## config.mk

```make
export PLATFORM = sky130hd
export DESIGN_NAME = tape_transport_ctrl
export DESIGN_NICKNAME = d
export VERILOG_FILES = /design/src/rtl/tape_pkg.sv /design/src/rtl/tape_prescaler.sv /design/src/rtl/tape_transport_ctrl.sv
export SDC_FILE = /design/constraint.sdc
export NUM_CORES = 1
export LEC_CHECK = 0
export ABC_AREA = 0
export CORE_ASPECT_RATIO = 0.6
export CORE_MARGIN = 4
export CORE_UTILIZATION = 54
export CTS_BUF_LIST = sky130_fd_sc_hd__clkbuf_4 sky130_fd_sc_hd__clkbuf_8
export DETAILED_ROUTE_END_ITERATION = 8
export PLACE_DENSITY = 0.78
export SYNTH_ARGS = -nofsm -noshare
export SYNTH_HDL_FRONTEND = slang
export SYNTH_SLANG_ARGS = --single-unit
```

## constraint.sdc

```tcl
create_clock -name clk_sys -period 8 [get_ports clk_sys]
set_input_delay 1.6 -clock clk_sys [delete_from_list [all_inputs] [get_ports clk_sys]]
set_output_delay 1.6 -clock clk_sys [all_outputs]
set_load 0.05 [all_outputs]
```

## src/rtl/tape_pkg.sv

```systemverilog
`default_nettype none
// ============================================================================
//  Module      : tape_pkg
//  Description : Shared types and encodings for the cassette tape transport
//                sequencer: transport states, CPU command codes, defaults.
//  Revision    : 1.0 - initial release
// ============================================================================
package tape_pkg;

  localparam int POS_W_DEF = 24;

  // Transport state; the encoding is visible on the state output.
  typedef enum logic [2:0] {
    ST_IDLE   = 3'd0,
    ST_SPINUP = 3'd1,
    ST_PLAY   = 3'd2,
    ST_FF     = 3'd3,
    ST_REW    = 3'd4
  } tape_state_e;

  // CPU command codes; 6 and 7 are reserved and always rejected.
  localparam logic [2:0] CMD_STOP     = 3'd0;
  localparam logic [2:0] CMD_PLAY     = 3'd1;
  localparam logic [2:0] CMD_FF       = 3'd2;
  localparam logic [2:0] CMD_REW      = 3'd3;
  localparam logic [2:0] CMD_LOAD_END = 3'd4;
  localparam logic [2:0] CMD_SEEK     = 3'd5;

  // Run state selected by a PLAY/FF/REW command code.
  function automatic tape_state_e run_state(input logic [2:0] c);
    case (c)
      CMD_PLAY: return ST_PLAY;
      CMD_FF:   return ST_FF;
      default:  return ST_REW;
    endcase
  endfunction

  function automatic int max3(input int a, input int b, input int c);
    int m;
    m = (a > b) ? a : b;
    return (m > c) ? m : c;
  endfunction

endpackage
`default_nettype wire

```

## src/rtl/tape_prescaler.sv

```systemverilog
`default_nettype none
// ============================================================================
//  Module      : tape_prescaler
//  Description : ce-gated counter with a runtime modulus. tick_o is high on
//                the ce where the count sits at modulus-1; the count then
//                wraps to zero. clr_i restarts the count synchronously.
//  Revision    : 1.0 - initial release
// ============================================================================
module tape_prescaler #(
  parameter int CNT_W = 13
) (
  input  logic             clk_i,
  input  logic             rst_i,
  input  logic             ce_i,
  input  logic             clr_i,
  input  logic [CNT_W-1:0] mod_i,
  output logic             tick_o
);

  localparam logic [CNT_W-1:0] C_ONE = CNT_W'(1);

  logic [CNT_W-1:0] cnt_q;
  logic [CNT_W-1:0] cnt_d;
  logic             last;

  assign last   = (cnt_q == (mod_i - C_ONE));
  assign tick_o = ce_i & last;

  // Next count: clear wins, otherwise advance on ce and wrap at the modulus.
  always_comb begin
    cnt_d = cnt_q;
    if (clr_i) begin
      cnt_d = '0;
    end else if (ce_i) begin
      cnt_d = last ? '0 : (cnt_q + C_ONE);
    end
  end

  // Count register.
  always_ff @(posedge clk_i) begin
    if (rst_i) begin
      cnt_q <= '0;
    end else begin
      cnt_q <= cnt_d;
    end
  end

endmodule
`default_nettype wire

```

## src/rtl/tape_transport_ctrl.sv

```systemverilog
`default_nettype none
// ============================================================================
//  Module      : tape_transport_ctrl
//  Description : Cassette transport sequencer. Accepts STOP/PLAY/FF/REW/
//                LOAD_END/SEEK commands, runs a motor spin-up delay, paces
//                position steps from a ce prescaler and stops (or wraps in
//                loop mode) at the tape ends.
//  Revision    : 1.0 - initial release
// ============================================================================
module tape_transport_ctrl
  import tape_pkg::*;
#(
  parameter int POS_W         = POS_W_DEF,
  parameter int DIV_PLAY      = 6667,
  parameter int DIV_WIND      = 834,
  parameter int SPIN_TICKS    = 4096,
  parameter int TAPE_END_INIT = 1023,
  parameter int LOOP          = 0
) (
  input  logic             clk_sys,
  input  logic             reset,
  input  logic             ce,
  input  logic             cmd_valid,
  output logic             cmd_ready,
  input  logic [2:0]       cmd,
  input  logic [POS_W-1:0] cmd_data,
  output logic [POS_W-1:0] pos,
  output logic [POS_W-1:0] tape_end,
  output logic [2:0]       state,
  output logic             motor,
  output logic             step,
  output logic             at_start,
  output logic             at_end,
  output logic             cmd_err
);

  localparam int               CNT_W     = $clog2(max3(DIV_PLAY, DIV_WIND, SPIN_TICKS) + 1);
  localparam logic [CNT_W-1:0] MOD_PLAY  = CNT_W'(DIV_PLAY);
  localparam logic [CNT_W-1:0] MOD_WIND  = CNT_W'(DIV_WIND);
  localparam logic [CNT_W-1:0] MOD_SPIN  = CNT_W'(SPIN_TICKS);
  localparam logic [POS_W-1:0] POS_ONE   = POS_W'(1);
  localparam logic [POS_W-1:0] TEND_INIT = POS_W'(TAPE_END_INIT);

  tape_state_e      state_q, state_d;
  tape_state_e      target_q, target_d;
  logic [POS_W-1:0] pos_q, pos_d;
  logic [POS_W-1:0] tend_q, tend_d;
  logic             ready_q, ready_d;
  logic             step_q, step_d;
  logic             err_q, err_d;

  logic             accept;
  logic             tick;
  logic             presc_clr;
  logic [CNT_W-1:0] presc_mod;
  logic             pos_at_start;
  logic             pos_at_end;
  logic             run_reject;
  tape_state_e      run_req;

  assign accept       = cmd_valid & ready_q;
  assign pos_at_start = (pos_q == '0);
  assign pos_at_end   = (pos_q == tend_q);
  assign run_req      = run_state(cmd);

  // A run command from IDLE is refused if it would have nowhere to go.
  assign run_reject = ((run_req == ST_PLAY) && (LOOP == 0) && pos_at_end) ||
                      ((run_req == ST_FF) && pos_at_end) ||
                      ((run_req == ST_REW) && pos_at_start);

  // Pacing modulus for the current state (IDLE keeps the counter cleared).
  always_comb begin
    presc_mod = MOD_SPIN;
    case (state_q)
      ST_PLAY:       presc_mod = MOD_PLAY;
      ST_FF, ST_REW: presc_mod = MOD_WIND;
      default:       presc_mod = MOD_SPIN;
    endcase
  end

  assign presc_clr = (state_d != state_q) || (state_q == ST_IDLE);

  tape_prescaler #(
    .CNT_W (CNT_W)
  ) u_presc (
    .clk_i  (clk_sys),
    .rst_i  (reset),
    .ce_i   (ce),
    .clr_i  (presc_clr),
    .mod_i  (presc_mod),
    .tick_o (tick)
  );

  // Next-state logic: an accepted command takes priority over a pacing tick.
  always_comb begin
    state_d  = state_q;
    target_d = target_q;
    pos_d    = pos_q;
    tend_d   = tend_q;
    step_d   = 1'b0;
    err_d    = 1'b0;
    ready_d  = ~accept;

    if (accept) begin
      case (cmd)
        CMD_STOP: state_d = ST_IDLE;
        CMD_PLAY, CMD_FF, CMD_REW: begin
          if (state_q == ST_IDLE) begin
            if (run_reject) begin
              err_d = 1'b1;
            end else begin
              state_d  = ST_SPINUP;
              target_d = run_req;
            end
          end else if (state_q == ST_SPINUP) begin
            // Retarget while the motor keeps spinning up.
            target_d = run_req;
          end else begin
            state_d = run_req;
          end
        end
        CMD_LOAD_END: begin
          if (state_q == ST_IDLE) begin
            tend_d = cmd_data;
            if (pos_q > cmd_data) pos_d = cmd_data;
          end else begin
            err_d = 1'b1;
          end
        end
        CMD_SEEK: begin
          if (state_q == ST_IDLE) begin
            pos_d = (cmd_data > tend_q) ? tend_q : cmd_data;
          end else begin
            err_d = 1'b1;
          end
        end
        default: err_d = 1'b1;
      endcase
    end else if (tick) begin
      case (state_q)
        ST_SPINUP: state_d = target_q;
        ST_PLAY: begin
          if (pos_at_end) begin
            if (LOOP != 0) begin
              pos_d  = '0;
              step_d = 1'b1;
            end else begin
              state_d = ST_IDLE;
            end
          end else begin
            pos_d  = pos_q + POS_ONE;
            step_d = 1'b1;
          end
        end
        ST_FF: begin
          // Guarded: FF may be entered directly while already at the end.
          if (pos_at_end) begin
            state_d = ST_IDLE;
          end else begin
            pos_d = pos_q + POS_ONE;
            if ((pos_q + POS_ONE) == tend_q) state_d = ST_IDLE;
          end
        end
        ST_REW: begin
          if (pos_at_start) begin
            state_d = ST_IDLE;
          end else begin
            pos_d = pos_q - POS_ONE;
            if (pos_q == POS_ONE) state_d = ST_IDLE;
          end
        end
        default: ;
      endcase
    end
  end

  // State, position and handshake registers.
  always_ff @(posedge clk_sys) begin
    if (reset) begin
      state_q  <= ST_IDLE;
      target_q <= ST_PLAY;
      pos_q    <= '0;
      tend_q   <= TEND_INIT;
      ready_q  <= 1'b1;
      step_q   <= 1'b0;
      err_q    <= 1'b0;
    end else begin
      state_q  <= state_d;
      target_q <= target_d;
      pos_q    <= pos_d;
      tend_q   <= tend_d;
      ready_q  <= ready_d;
      step_q   <= step_d;
      err_q    <= err_d;
    end
  end

  assign cmd_ready = ready_q;
  assign pos       = pos_q;
  assign tape_end  = tend_q;
  assign state     = state_q;
  assign motor     = (state_q != ST_IDLE);
  assign step      = step_q;
  assign cmd_err   = err_q;
  assign at_start  = pos_at_start;
  assign at_end    = pos_at_end;

endmodule
`default_nettype wire

```

==> run_summary.xml, run 1 <==
<?xml version="1.0" encoding="UTF-8"?>
<metrics>
  <group name="placed_design">
    <metric name="gpl.final_weighted_congestion" unit="">1.033</metric>
    <metric name="placed_instance_area" unit="sq um">7503</metric>
    <metric name="dpl.cell_count" unit="">1103</metric>
    <metric name="placement.io_buffers" unit="">87</metric>
    <metric name="place.detailed.hpwl" unit="um">16840</metric>
  </group>
  <group name="synth">
    <metric name="synthesis.area_per_instance" unit="sq um">7.345</metric>
    <metric name="ys_seq_area_share" unit="%">21.08</metric>
    <metric name="yosys_register_bits" unit="">70</metric>
    <metric name="number_of_flops_mapped_to_enable_cells_by_yosys" unit="">0</metric>
    <metric name="cells_taking_the_most_area_after_synthesis" unit="">sky130_fd_sc_hd__dfxtp_1 21%, sky130_fd_sc_hd__ha_1 9.8%, sky130_fd_sc_hd__a21oi_1 6.5%</metric>
    <metric name="post-synth-top-area-cell" unit="">sky130_fd_sc_hd__dfxtp_1</metric>
    <metric name="synth.net_count" unit="">988</metric>
    <metric name="synthDistinctLibCells" unit="">93</metric>
    <metric name="yosys_warnings" unit="">0</metric>
    <metric name="postSynth.topFlopCell" unit="">sky130_fd_sc_hd__dfxtp_1</metric>
    <metric name="asyncSetResetFlopFracSynth" unit="%">0</metric>
    <metric name="syn_inst" unit="">905</metric>
    <metric name="post-synth-top-area-fraction" unit="%">21.08</metric>
    <metric name="synth_area" unit="sq um">6648</metric>
  </group>
  <group name="floorplan">
    <metric name="rows" unit="">31</metric>
    <metric name="chipWidth" unit="um">151.2</metric>
    <metric name="floorplan.initialDensity" unit="%">55.11</metric>
    <metric name="die_area" unit="sq um">14210</metric>
    <metric name="area_of_the_placeable_core" unit="sq um">12060</metric>
    <metric name="floorplan.die.height" unit="um">93.95</metric>
    <metric name="boundaryPins" unit="">88</metric>
  </group>
  <group name="power_and_ir_drop">
    <metric name="share_of_total_power_consumed_by_net_switching" unit="%">34.24</metric>
    <metric name="p_clk_share" unit="%">33.4</metric>
    <metric name="register_share_of_total_power" unit="%">41.3</metric>
    <metric name="power.density" unit="nW/um^2">117.9</metric>
    <metric name="leakagePower" unit="nW">2.896</metric>
    <metric name="p_sw" unit="uW">311.3</metric>
    <metric name="cell_internal_pwr" unit="uW">597.8</metric>
    <metric name="power.share.combinational" unit="%">25.3</metric>
    <metric name="vdd_ir_drop_max" unit="mV">0.07959</metric>
  </group>
  <group name="timing">
    <metric name="maxSlewHeadroom" unit="%">23.13</metric>
    <metric name="final_worst_path_period_share" unit="%">64.54</metric>
    <metric name="setup_total_negative_slack" unit="ns">0</metric>
    <metric name="timing.final.hold_violations" unit="">0</metric>
    <metric name="unrepaired_setup_endpoints_after_global_routing" unit="">false</metric>
    <metric name="post-route-min-period" unit="ns">5.163</metric>
    <metric name="setup_viol_count_final" unit="">0</metric>
    <metric name="slew_violations" unit="">0</metric>
    <metric name="maxClockFrequency" unit="MHz">193.7</metric>
    <metric name="final.setup_skew" unit="ns">0.01675</metric>
    <metric name="tightestPinTransition" unit="ns">1.149</metric>
  </group>
  <group name="final_layout">
    <metric name="fin_cells" unit="">1119</metric>
    <metric name="utilization_after_layout" unit="%">63.89</metric>
    <metric name="fraction_of_layout_cells_with_a_size_suffix_above_1" unit="%">6.604</metric>
    <metric name="areaGrowthSynthToFinish" unit="%">15.94</metric>
    <metric name="n_antenna_cell" unit="">0</metric>
    <metric name="n_fill_cell" unit="">1091</metric>
    <metric name="design_area" unit="sq um">7707</metric>
    <metric name="fin_nets" unit="">1032</metric>
  </group>
  <group name="cts">
    <metric name="clock_tree.root_cell" unit="">sky130_fd_sc_hd__clkbuf_8</metric>
    <metric name="cts_tree" unit="">yes</metric>
    <metric name="worst_skew_pair.late_latency" unit="ns">0.36</metric>
    <metric name="clock_path_buffers" unit="">2</metric>
    <metric name="post-cts-setup-buffer-count" unit="">0</metric>
    <metric name="cts_inserted_buffers" unit="">9</metric>
    <metric name="cts_htree_levels" unit="">3</metric>
    <metric name="count_of_cells_resized_by_post_cts_repair" unit="">0</metric>
    <metric name="worst_setup_hold_path_clk_slew" unit="ns">0.09</metric>
    <metric name="clock_sink_count" unit="">70</metric>
    <metric name="holdBufCountCts" unit="">0</metric>
  </group>
  <group name="critical_path">
    <metric name="timing.critical_path.slowest_stage_cell" unit="">sky130_fd_sc_hd__nor2_1</metric>
    <metric name="timing.critical_path.max_delay_family" unit="">simple AND/OR/NAND/NOR gates</metric>
    <metric name="critPathRequiredTime" unit="ns">8.28</metric>
    <metric name="timing.critical_path.from_type" unit="">input port</metric>
    <metric name="critical_path.n_buffers_inverters" unit="">2</metric>
    <metric name="cp_data_arrival_time" unit="ns">5.44</metric>
    <metric name="worst-r2r-cell-count" unit="">8</metric>
    <metric name="cp_max_fo" unit="">15</metric>
    <metric name="endpoint_kind" unit="">flop</metric>
    <metric name="crit_path_cells" unit="">clkdlybuf4s50_1 &gt; inv_1 &gt; ha_1 &gt; and4_1 &gt; nand4_1 &gt; or4_1 &gt; o21ba_2 &gt; o21a_1 &gt; nor2_1 &gt; o21ai_0 &gt; a31oi_1</metric>
    <metric name="cp_num_cells" unit="">11</metric>
    <metric name="critical_path.max_stage_delay" unit="ns">0.96</metric>
    <metric name="critPathKind" unit="">in2reg</metric>
  </group>
  <group name="routing">
    <metric name="drt-vias-per-instance" unit="">6.549</metric>
    <metric name="drc" unit="">0</metric>
    <metric name="dr_total_vias" unit="">7328</metric>
    <metric name="post_drt_wl_per_cell" unit="um">19.95</metric>
    <metric name="detail_route.wirelength" unit="um">22320</metric>
    <metric name="drt_iter0_markers" unit="">1003</metric>
    <metric name="drtPass1Iterations" unit="">6</metric>
    <metric name="ant_nets" unit="">0</metric>
  </group>
  <group name="global_routing">
    <metric name="grt_remaining_overflow" unit="">0</metric>
    <metric name="groute.usage.overall" unit="%">31.01</metric>
    <metric name="antenna_found_initial" unit="">0</metric>
    <metric name="pin_count_of_the_biggest_net_entering_global_routing" unit="">35</metric>
    <metric name="grt_pass1_wl" unit="um">34890</metric>
    <metric name="number_of_global_route_vias_before_repair" unit="">6392</metric>
  </group>
  <group name="min_path">
    <metric name="min_path_type" unit="">reg2reg</metric>
    <metric name="worst_hold_path.num_cells" unit="">2</metric>
  </group>
  <group name="run_status">
    <metric name="run_status" unit="">finished clean</metric>
  </group>
  <group name="job">
    <metric name="number_of_maximum_capacitance_violations" unit="">0</metric>
  </group>
</metrics>
[metal layers]
layer / track usage, % / routed length (um) / part of all wire, %
met3: 8.631 / 3199 / 14
met4: 5.807 / 442 / 2.0
met2: 43.18 / 8595 / 39
met5: 0 / 0 / 0
met1: 47.14 / 10080 / 45
[cell type report]
cell class / count / area (sq um) / share of cell area [%]
Clock inverter: 5 / 58.81 / 0.7630
Tap cell: 165 / 206.4 / 2.679
Timing Repair Buffer: 90 / 893.4 / 11.59
Multi-Input combinational cell: 714 / 4761 / 61.77
Inverter: 64 / 241.5 / 3.133
Sequential cell: 70 / 1401 / 18.18
Clock buffer: 11 / 145.1 / 1.883
[cells in the final DEF, fill, tap and decap left out, types with 21 or more instances in the layout]
cell                              instances
sky130_fd_sc_hd__clkdlybuf4s50_1         87
sky130_fd_sc_hd__o21a_1                  21
sky130_fd_sc_hd__nand2_1                 87
sky130_fd_sc_hd__dfxtp_1                 70
sky130_fd_sc_hd__xnor2_1                 25
sky130_fd_sc_hd__nor2_1                  44
sky130_fd_sc_hd__nand4_1                 29
sky130_fd_sc_hd__a21oi_1                 86
sky130_fd_sc_hd__xor2_1                  21
sky130_fd_sc_hd__nor3_1                  30
sky130_fd_sc_hd__o21ai_0                 55
sky130_fd_sc_hd__nand3_1                 34
sky130_fd_sc_hd__ha_1                    52
sky130_fd_sc_hd__inv_1                   62
[state kept, by name (all words and copies together) (netlist names)]
| register | flops |
|---|---|
| u_presc.cnt_q | 13 |
| cmd_ready | 1 |
| pos | 24 |
| target_q | 3 |
| state | 3 |
| cmd_err | 1 |
| tape_end | 24 |
| step | 1 |
[Yosys cell counts, types with 3 or more instances]
cell type	number
sky130_fd_sc_hd__a211oi_1	9
sky130_fd_sc_hd__a21boi_1	3
sky130_fd_sc_hd__a21o_1	4
sky130_fd_sc_hd__a21oi_1	86
sky130_fd_sc_hd__a31o_2	3
sky130_fd_sc_hd__a31oi_1	16
sky130_fd_sc_hd__and2_1	6
sky130_fd_sc_hd__and3_1	11
sky130_fd_sc_hd__and4_1	6
sky130_fd_sc_hd__buf_1	3
sky130_fd_sc_hd__buf_2	12
sky130_fd_sc_hd__clkbuf_1	39
sky130_fd_sc_hd__dfxtp_1	70
sky130_fd_sc_hd__ha_1	52
sky130_fd_sc_hd__inv_1	62
sky130_fd_sc_hd__nand2_1	87
sky130_fd_sc_hd__nand2b_1	11
sky130_fd_sc_hd__nand3_1	34
sky130_fd_sc_hd__nand4_1	29
sky130_fd_sc_hd__nor2_1	44
sky130_fd_sc_hd__nor2_2	8
sky130_fd_sc_hd__nor2b_1	11
sky130_fd_sc_hd__nor3_1	30
sky130_fd_sc_hd__nor3b_1	4
sky130_fd_sc_hd__nor4_1	13
sky130_fd_sc_hd__o211ai_1	16
sky130_fd_sc_hd__o21a_1	21
sky130_fd_sc_hd__o21ai_0	55
sky130_fd_sc_hd__o21ai_1	6
sky130_fd_sc_hd__o21bai_1	5
sky130_fd_sc_hd__o22ai_1	6
sky130_fd_sc_hd__o32ai_1	5
sky130_fd_sc_hd__or2_2	3
sky130_fd_sc_hd__or3_1	12
sky130_fd_sc_hd__or4_1	4
sky130_fd_sc_hd__or4_4	3
sky130_fd_sc_hd__xnor2_1	25
sky130_fd_sc_hd__xor2_1	21
[kinds of logic after synthesis]
| kind of cell | count (synthesis) | share of synthesized area [%] |
|---|---|---|
| AND/OR/NAND/NOR | 338 | 28.01 |
| flip-flops | 70 | 21.08 |
| multiplexers | 3 | 0.4705 |
| adder cells (fa/ha/maj) | 52 | 9.787 |
| XOR/XNOR | 47 | 6.305 |
| buffers and inverters | 121 | 7.303 |
| AO/OA/AOI/OAI | 274 | 27.05 |
[power by group through the flow]
stage                     sequential [mW]  combinational, mW  clock, mW
after floorplan                     0.393              0.137          0
after global placement              0.382              0.221          0
after detailed placement            0.382              0.224          0
after CTS                           0.374              0.225      0.305
after global routing                0.376              0.248      0.321
final                               0.375              0.230      0.304
[per-stage QoR]
stage | setup slack (ns) | power [mW] | hold slack (ns)
floorplan | 4.140 | 0.5307 | 0.4951
global placement | 2.772 | 0.6038 | 0.5176
detailed placement | 2.604 | 0.6062 | 0.5089
CTS | 2.970 | 0.9041 | 0.5219
global route | 2.697 | 0.9450 | 0.5675
finish | 2.837 | 0.9091 | 0.5252
[worst reg2reg max path, delay by kind of cell (launching register included)]
family	cells	cell delay, ns
and+or+nand+nor	5	2.46
AOI/OAI and AO/OA	3	0.77
DFF	1	0.62
[worst paths after layout]
check	startpoint	endpoint	slack (ns)
max	cmd_data[21]	pos[17]	2.84
min	tape_end[18]	tape_end[18]	0.53
max reg2reg	state[2]	pos[17]	4.08
min reg2reg	tape_end[18]	tape_end[18]	0.53
Note: power is estimated with default switching activity, not from simulation.
==> inputs of run 2 (changes only) <==
==> constraint.sdc (replaced) <==
create_clock -name clk_sys -period 5.4 [get_ports clk_sys]
set_input_delay 1.08 -clock clk_sys [delete_from_list [all_inputs] [get_ports clk_sys]]
set_output_delay 1.08 -clock clk_sys [all_outputs]
set_load 0.05 [all_outputs]
==> run_summary.xml, run 2 (same netlist as run 1, synthesis figures left out) <==
<?xml version="1.0" encoding="UTF-8"?>
<metrics>
  <group name="critical_path">
    <metric name="timing.critical_path.from_type" unit="">input port</metric>
    <metric name="critPathRequiredTime" unit="ns">5.66</metric>
    <metric name="critical_path.max_stage_delay" unit="ns">0.57</metric>
    <metric name="timing.critical_path.slowest_stage_cell" unit="">sky130_fd_sc_hd__or4_1</metric>
    <metric name="cp_max_fo" unit="">15</metric>
    <metric name="timing.critical_path.max_delay_family" unit="">simple AND/OR/NAND/NOR gates</metric>
    <metric name="cp_data_arrival_time" unit="ns">4.71</metric>
    <metric name="critPathKind" unit="">in2reg</metric>
    <metric name="crit_path_cells" unit="">clkdlybuf4s50_1 &gt; inv_1 &gt; ha_1 &gt; and4_1 &gt; nand4_1 &gt; or4_1 &gt; a211oi_1 &gt; o21a_1 &gt; nand2b_1 &gt; a21boi_1 &gt; o31a_1</metric>
    <metric name="ff2ff_setup_slack" unit="ns">1.61</metric>
    <metric name="critical_path.n_buffers_inverters" unit="">2</metric>
    <metric name="endpoint_kind" unit="">flop</metric>
  </group>
  <group name="routing">
    <metric name="drtPass1Iterations" unit="">7</metric>
    <metric name="detail_route.wirelength" unit="um">23260</metric>
    <metric name="ant_nets" unit="">0</metric>
    <metric name="drc" unit="">0</metric>
    <metric name="drt_iter0_markers" unit="">957</metric>
    <metric name="dr_total_vias" unit="">7398</metric>
    <metric name="drt-vias-per-instance" unit="">6.605</metric>
    <metric name="post_drt_wl_per_cell" unit="um">20.77</metric>
  </group>
  <group name="timing">
    <metric name="final_worst_path_period_share" unit="%">82.51</metric>
    <metric name="post-route-min-period" unit="ns">4.456</metric>
    <metric name="setup_total_negative_slack" unit="ns">0</metric>
    <metric name="maxSlewHeadroom" unit="%">30.28</metric>
    <metric name="unrepaired_setup_endpoints_after_global_routing" unit="">false</metric>
    <metric name="maxClockFrequency" unit="MHz">224.4</metric>
    <metric name="timing.final.hold_violations" unit="">0</metric>
    <metric name="slew_violations" unit="">0</metric>
    <metric name="setup_viol_count_final" unit="">0</metric>
    <metric name="tightestPinTransition" unit="ns">1.041</metric>
    <metric name="final.setup_skew" unit="ns">0.01913</metric>
  </group>
  <group name="run_status">
    <metric name="run_status" unit="">finished clean</metric>
  </group>
  <group name="cts">
    <metric name="clock_path_buffers" unit="">2</metric>
    <metric name="post-cts-setup-buffer-count" unit="">0</metric>
    <metric name="cts_tree" unit="">yes</metric>
    <metric name="cts_htree_levels" unit="">3</metric>
    <metric name="clock_tree.root_cell" unit="">sky130_fd_sc_hd__clkbuf_8</metric>
    <metric name="count_of_cells_resized_by_post_cts_repair" unit="">0</metric>
    <metric name="holdBufCountCts" unit="">0</metric>
    <metric name="clock_sink_count" unit="">70</metric>
    <metric name="cts_inserted_buffers" unit="">9</metric>
    <metric name="worst_setup_hold_path_clk_slew" unit="ns">0.08</metric>
    <metric name="worst_skew_pair.late_latency" unit="ns">0.38</metric>
  </group>
  <group name="final_layout">
    <metric name="n_fill_cell" unit="">1070</metric>
    <metric name="areaGrowthSynthToFinish" unit="%">16.37</metric>
    <metric name="layout.cells.most_common_list" unit="">87 x sky130_fd_sc_hd__nand2_1, 87 x sky130_fd_sc_hd__clkdlybuf4s50_1, 86 x sky130_fd_sc_hd__a21oi_1</metric>
    <metric name="fraction_of_layout_cells_with_a_size_suffix_above_1" unit="%">6.702</metric>
    <metric name="design_area" unit="sq um">7736</metric>
    <metric name="n_antenna_cell" unit="">0</metric>
    <metric name="utilization_after_layout" unit="%">64.13</metric>
    <metric name="fin_nets" unit="">1033</metric>
  </group>
  <group name="global_routing">
    <metric name="groute.usage.overall" unit="%">32.04</metric>
    <metric name="grt_pass1_wl" unit="um">35790</metric>
    <metric name="grt_remaining_overflow" unit="">0</metric>
    <metric name="pin_count_of_the_biggest_net_entering_global_routing" unit="">35</metric>
    <metric name="antenna_found_initial" unit="">0</metric>
    <metric name="number_of_global_route_vias_before_repair" unit="">6470</metric>
  </group>
  <group name="floorplan">
    <metric name="chipWidth" unit="um">151.2</metric>
    <metric name="floorplan.initialDensity" unit="%">55.11</metric>
    <metric name="floorplan.die.height" unit="um">93.95</metric>
    <metric name="area_of_the_placeable_core" unit="sq um">12060</metric>
    <metric name="rows" unit="">31</metric>
    <metric name="boundaryPins" unit="">88</metric>
    <metric name="die_area" unit="sq um">14210</metric>
  </group>
  <group name="power_and_ir_drop">
    <metric name="power.density" unit="nW/um^2">181.3</metric>
    <metric name="vdd_ir_drop_max" unit="mV">0.1295</metric>
    <metric name="leakagePower" unit="nW">2.912</metric>
  </group>
  <group name="placed_design">
    <metric name="placed_instance_area" unit="sq um">7511</metric>
    <metric name="placement.io_buffers" unit="">87</metric>
    <metric name="place.detailed.hpwl" unit="um">17500</metric>
    <metric name="gpl.final_weighted_congestion" unit="">1.000</metric>
  </group>
  <group name="job">
    <metric name="number_of_maximum_capacitance_violations" unit="">0</metric>
  </group>
  <group name="min_path">
    <metric name="min_path_type" unit="">reg2reg</metric>
  </group>
</metrics>
[run 2: cell count changes in the layout (fill, tap and decap cells not counted)]
cell | previous run | this run
sky130_fd_sc_hd__bufinv_16 | 1 | 2
sky130_fd_sc_hd__clkbuf_8 | 10 | 9
sky130_fd_sc_hd__inv_6 | 0 | 1
sky130_fd_sc_hd__clkinv_4 | 1 | 2
sky130_fd_sc_hd__clkinvlp_4 | 2 | 1
sky130_fd_sc_hd__buf_4 | 3 | 4
sky130_fd_sc_hd__clkinv_2 | 2 | 1
[run 2: cell type report]
cell class                 count  area (sq um)  area share [%]
multi-input combinational    714          4761           61.54
sequential                    70          1401           18.11
timing repair buffer          91         900.9           11.64
inverter                      64         241.5           3.121
tap                          165         206.4           2.669
clock buffer                  10         131.4           1.698
clock inverter                 6         93.84           1.213
[run 2: layer usage]
layer | up-vias | track usage (%) | wire [um]
li1 | 3392 | - | -
met1 | 3404 | 48.77 | 10340
met2 | 530 | 42.93 | 9091
met3 | 72 | 9.643 | 3214
met4 | 0 | 8.145 | 617
met5 | - | 0 | 0
[run 2: worst paths after layout]
kind                      from           end  cells past startpoint
setup / recovery  cmd_data[21]       pos[12]                     11
hold / removal    tape_end[23]  tape_end[23]                      2
setup reg to reg      state[2]       pos[17]                      8
hold reg to reg   tape_end[23]  tape_end[23]                      2
[run 2: stage by stage]
| stage | power (mW) | instances | setup slack, ns | hold slack, ns |
|---|---|---|---|---|
| CTS | 1.392 | 1120 | 1.067 | 0.5388 |
| global placement | 0.8958 | 1104 | 0.8475 | 0.5169 |
| floorplan | 0.7863 | 905 | 2.060 | 0.4951 |
| detailed placement | 0.9001 | 1104 | 0.6661 | 0.5278 |
| finish | 1.402 | 1120 | 0.9443 | 0.5425 |
| global route | 1.452 | 1120 | 0.7863 | 0.5589 |
[run 2: power by group]
part	internal, mW	total [mW]	switching, mW
combinational	0.128	0.343	0.215
clock	0.269	0.502	0.234
sequential	0.526	0.557	0.0307
[run 2: worst min-delay path, delay by kind of cell (launching register included)]
kind,cells,cell delay [ns]
flops,1,0.37
simple gates,1,0.08
compound gates,1,0.05
==> inputs of run 3 (changes only) <==
==> constraint.sdc (replaced) <==
create_clock -name clk_sys -period 4.37 [get_ports clk_sys]
set_input_delay 0.874 -clock clk_sys [delete_from_list [all_inputs] [get_ports clk_sys]]
set_output_delay 0.874 -clock clk_sys [all_outputs]
set_load 0.05 [all_outputs]
==> run_summary.xml, run 3 (same netlist as run 1, synthesis figures left out) <==
<?xml version="1.0" encoding="UTF-8"?>
<metrics>
  <group name="run_status">
    <metric name="run_status" unit="">finished clean</metric>
  </group>
  <group name="power_and_ir_drop">
    <metric name="register_share_of_total_power" unit="%">36.4</metric>
    <metric name="share_of_total_power_consumed_by_net_switching" unit="%">31.56</metric>
    <metric name="p_sw" unit="uW">588.6</metric>
    <metric name="power.share.combinational" unit="%">23.7</metric>
    <metric name="vdd_ir_drop_max" unit="mV">0.1540</metric>
    <metric name="p_clk_share" unit="%">39.9</metric>
    <metric name="fin_total_pwr" unit="mW">1.865</metric>
    <metric name="cell_internal_pwr" unit="mW">1.276</metric>
    <metric name="power.density" unit="nW/um^2">235.0</metric>
    <metric name="leakagePower" unit="nW">3.036</metric>
  </group>
  <group name="cts">
    <metric name="cts_tree" unit="">yes</metric>
    <metric name="clock_sink_count" unit="">70</metric>
    <metric name="worst_setup_hold_path_clk_slew" unit="ns">0.08</metric>
    <metric name="cts_htree_levels" unit="">3</metric>
    <metric name="holdBufCountCts" unit="">0</metric>
    <metric name="count_of_cells_resized_by_post_cts_repair" unit="">0</metric>
    <metric name="clock_path_buffers" unit="">2</metric>
    <metric name="clock_tree.root_cell" unit="">sky130_fd_sc_hd__clkbuf_8</metric>
    <metric name="worst_skew_pair.late_latency" unit="ns">0.36</metric>
    <metric name="post-cts-setup-buffer-count" unit="">0</metric>
    <metric name="cts_inserted_buffers" unit="">9</metric>
  </group>
  <group name="timing">
    <metric name="timing.final.hold_violations" unit="">0</metric>
    <metric name="setup_total_negative_slack" unit="ns">0</metric>
    <metric name="holdWs" unit="ns">0.5191</metric>
    <metric name="setup_viol_count_final" unit="">0</metric>
    <metric name="finalWorstSetupSlack" unit="ns">0.3727</metric>
    <metric name="post-route-min-period" unit="ns">3.997</metric>
    <metric name="final_worst_path_period_share" unit="%">91.47</metric>
    <metric name="slew_violations" unit="">0</metric>
    <metric name="maxSlewHeadroom" unit="%">33.56</metric>
    <metric name="final.setup_skew" unit="ns">0.006347</metric>
    <metric name="tightestPinTransition" unit="ns">0.9922</metric>
    <metric name="unrepaired_setup_endpoints_after_global_routing" unit="">false</metric>
    <metric name="maxClockFrequency" unit="MHz">250.2</metric>
  </group>
  <group name="critical_path">
    <metric name="critPathKind" unit="">reg2out</metric>
    <metric name="endpoint_kind" unit="">primary output</metric>
    <metric name="critPathRequiredTime" unit="ns">3.50</metric>
    <metric name="cp_data_arrival_time" unit="ns">3.12</metric>
    <metric name="cp_max_fo" unit="">12</metric>
    <metric name="timing.critical_path.from_type" unit="">flop</metric>
  </group>
  <group name="routing">
    <metric name="detail_route.wirelength" unit="um">23380</metric>
    <metric name="drc" unit="">0</metric>
    <metric name="drt_iter0_markers" unit="">1151</metric>
    <metric name="post_drt_wl_per_cell" unit="um">20.51</metric>
    <metric name="drt-vias-per-instance" unit="">6.539</metric>
    <metric name="drtPass1Iterations" unit="">7</metric>
    <metric name="dr_total_vias" unit="">7455</metric>
    <metric name="ant_nets" unit="">0</metric>
  </group>
  <group name="final_layout">
    <metric name="fraction_of_layout_cells_with_a_size_suffix_above_1" unit="%">8.615</metric>
    <metric name="n_fill_cell" unit="">1083</metric>
    <metric name="n_antenna_cell" unit="">0</metric>
    <metric name="layout.cells.most_common_list" unit="">87 x sky130_fd_sc_hd__nand2_1, 87 x sky130_fd_sc_hd__clkdlybuf4s50_1, 86 x sky130_fd_sc_hd__a21oi_1</metric>
    <metric name="area.sequential" unit="sq um">1401</metric>
    <metric name="areaGrowthSynthToFinish" unit="%">19.37</metric>
    <metric name="utilization_after_layout" unit="%">65.78</metric>
    <metric name="footprint_of_the_multi_input_gates" unit="sq um">4761</metric>
    <metric name="fin_nets" unit="">1053</metric>
  </group>
  <group name="global_routing">
    <metric name="grt_remaining_overflow" unit="">0</metric>
    <metric name="number_of_global_route_vias_before_repair" unit="">6815</metric>
    <metric name="groute.usage.overall" unit="%">33.12</metric>
    <metric name="pin_count_of_the_biggest_net_entering_global_routing" unit="">35</metric>
    <metric name="grt_pass1_wl" unit="um">36940</metric>
    <metric name="antenna_found_initial" unit="">0</metric>
  </group>
  <group name="floorplan">
    <metric name="boundaryPins" unit="">88</metric>
    <metric name="rows" unit="">31</metric>
    <metric name="floorplan.initialDensity" unit="%">55.11</metric>
    <metric name="die_area" unit="sq um">14210</metric>
    <metric name="area_of_the_placeable_core" unit="sq um">12060</metric>
    <metric name="floorplan.die.height" unit="um">93.95</metric>
    <metric name="chipWidth" unit="um">151.2</metric>
  </group>
  <group name="placed_design">
    <metric name="place.detailed.hpwl" unit="um">17650</metric>
    <metric name="place_worst_setup_slack" unit="ns">0.2030</metric>
    <metric name="placement.io_buffers" unit="">87</metric>
    <metric name="gpl.final_weighted_congestion" unit="">0.9955</metric>
  </group>
  <group name="job">
    <metric name="number_of_maximum_capacitance_violations" unit="">0</metric>
  </group>
  <group name="min_path">
    <metric name="min_path_type" unit="">reg2reg</metric>
  </group>
</metrics>
## run 3: cell types whose count changed in the layout (fill, tap and decap cells not counted), sizes merged
cell      delta
buf         +20
bufinv       +2
clkbuf       +1
clkinv       -2
clkinvlp     -1
## run 3: routing by layer
layer | wire length (um) | global-route usage, % | up-vias | part of all wire (%)
met5 | 0 | 0 | - | 0
met4 | 667 | 9.276 | 0 | 2.9
met3 | 3067 | 9.643 | 64 | 13
met2 | 9259 | 47.10 | 484 | 40
met1 | 10390 | 48.09 | 3476 | 44
li1 | - | - | 3431 | -
## run 3: metrics by stage
step,std cells,area (sq um)
6_report,1140,7935
5_1_grt,1140,7935
4_1_cts,1140,7935
3_5_place_dp,1124,7661
3_3_place_gp,1124,7661
2_1_floorplan,905,6648
## run 3: final cells by class
type                       count  area share, %
multi-input combinational    714          60.00
inverter                      64          3.043
timing repair buffer         111          13.25
tap                          165          2.602
clock inverter                 5          1.624
clock buffer                  11          1.829
sequential                    70          17.66
## run 3: worst paths after layout
check,from,slack (ns),end,cells past startpoint
setup / recovery,pos[9],0.37,at_end,6
hold / removal,tape_end[18],0.52,tape_end[18],2
setup reg to reg,pos[19],0.96,pos[12],9
hold reg to reg,tape_end[18],0.52,tape_end[18],2
## run 3: power groups by stage
stage	Combinational [mW]	Clock [mW]	Sequential, mW
floorplan	0.251	0	0.720
global placement	0.424	0	0.692
detailed placement	0.428	0	0.693
CTS	0.431	0.746	0.677
global route	0.475	0.770	0.681
finish	0.441	0.745	0.679
## run 3: worst max-delay path, stage by stage (launching register included)
cell,delay [ns]
sky130_fd_sc_hd__dfxtp_1,0.64
sky130_fd_sc_hd__xnor2_1,0.28
sky130_fd_sc_hd__nand4_1,0.20
sky130_fd_sc_hd__nor4b_2,0.51
sky130_fd_sc_hd__nand3_2,0.21
sky130_fd_sc_hd__clkinv_2,0.12
sky130_fd_sc_hd__clkdlybuf4s50_1,0.80
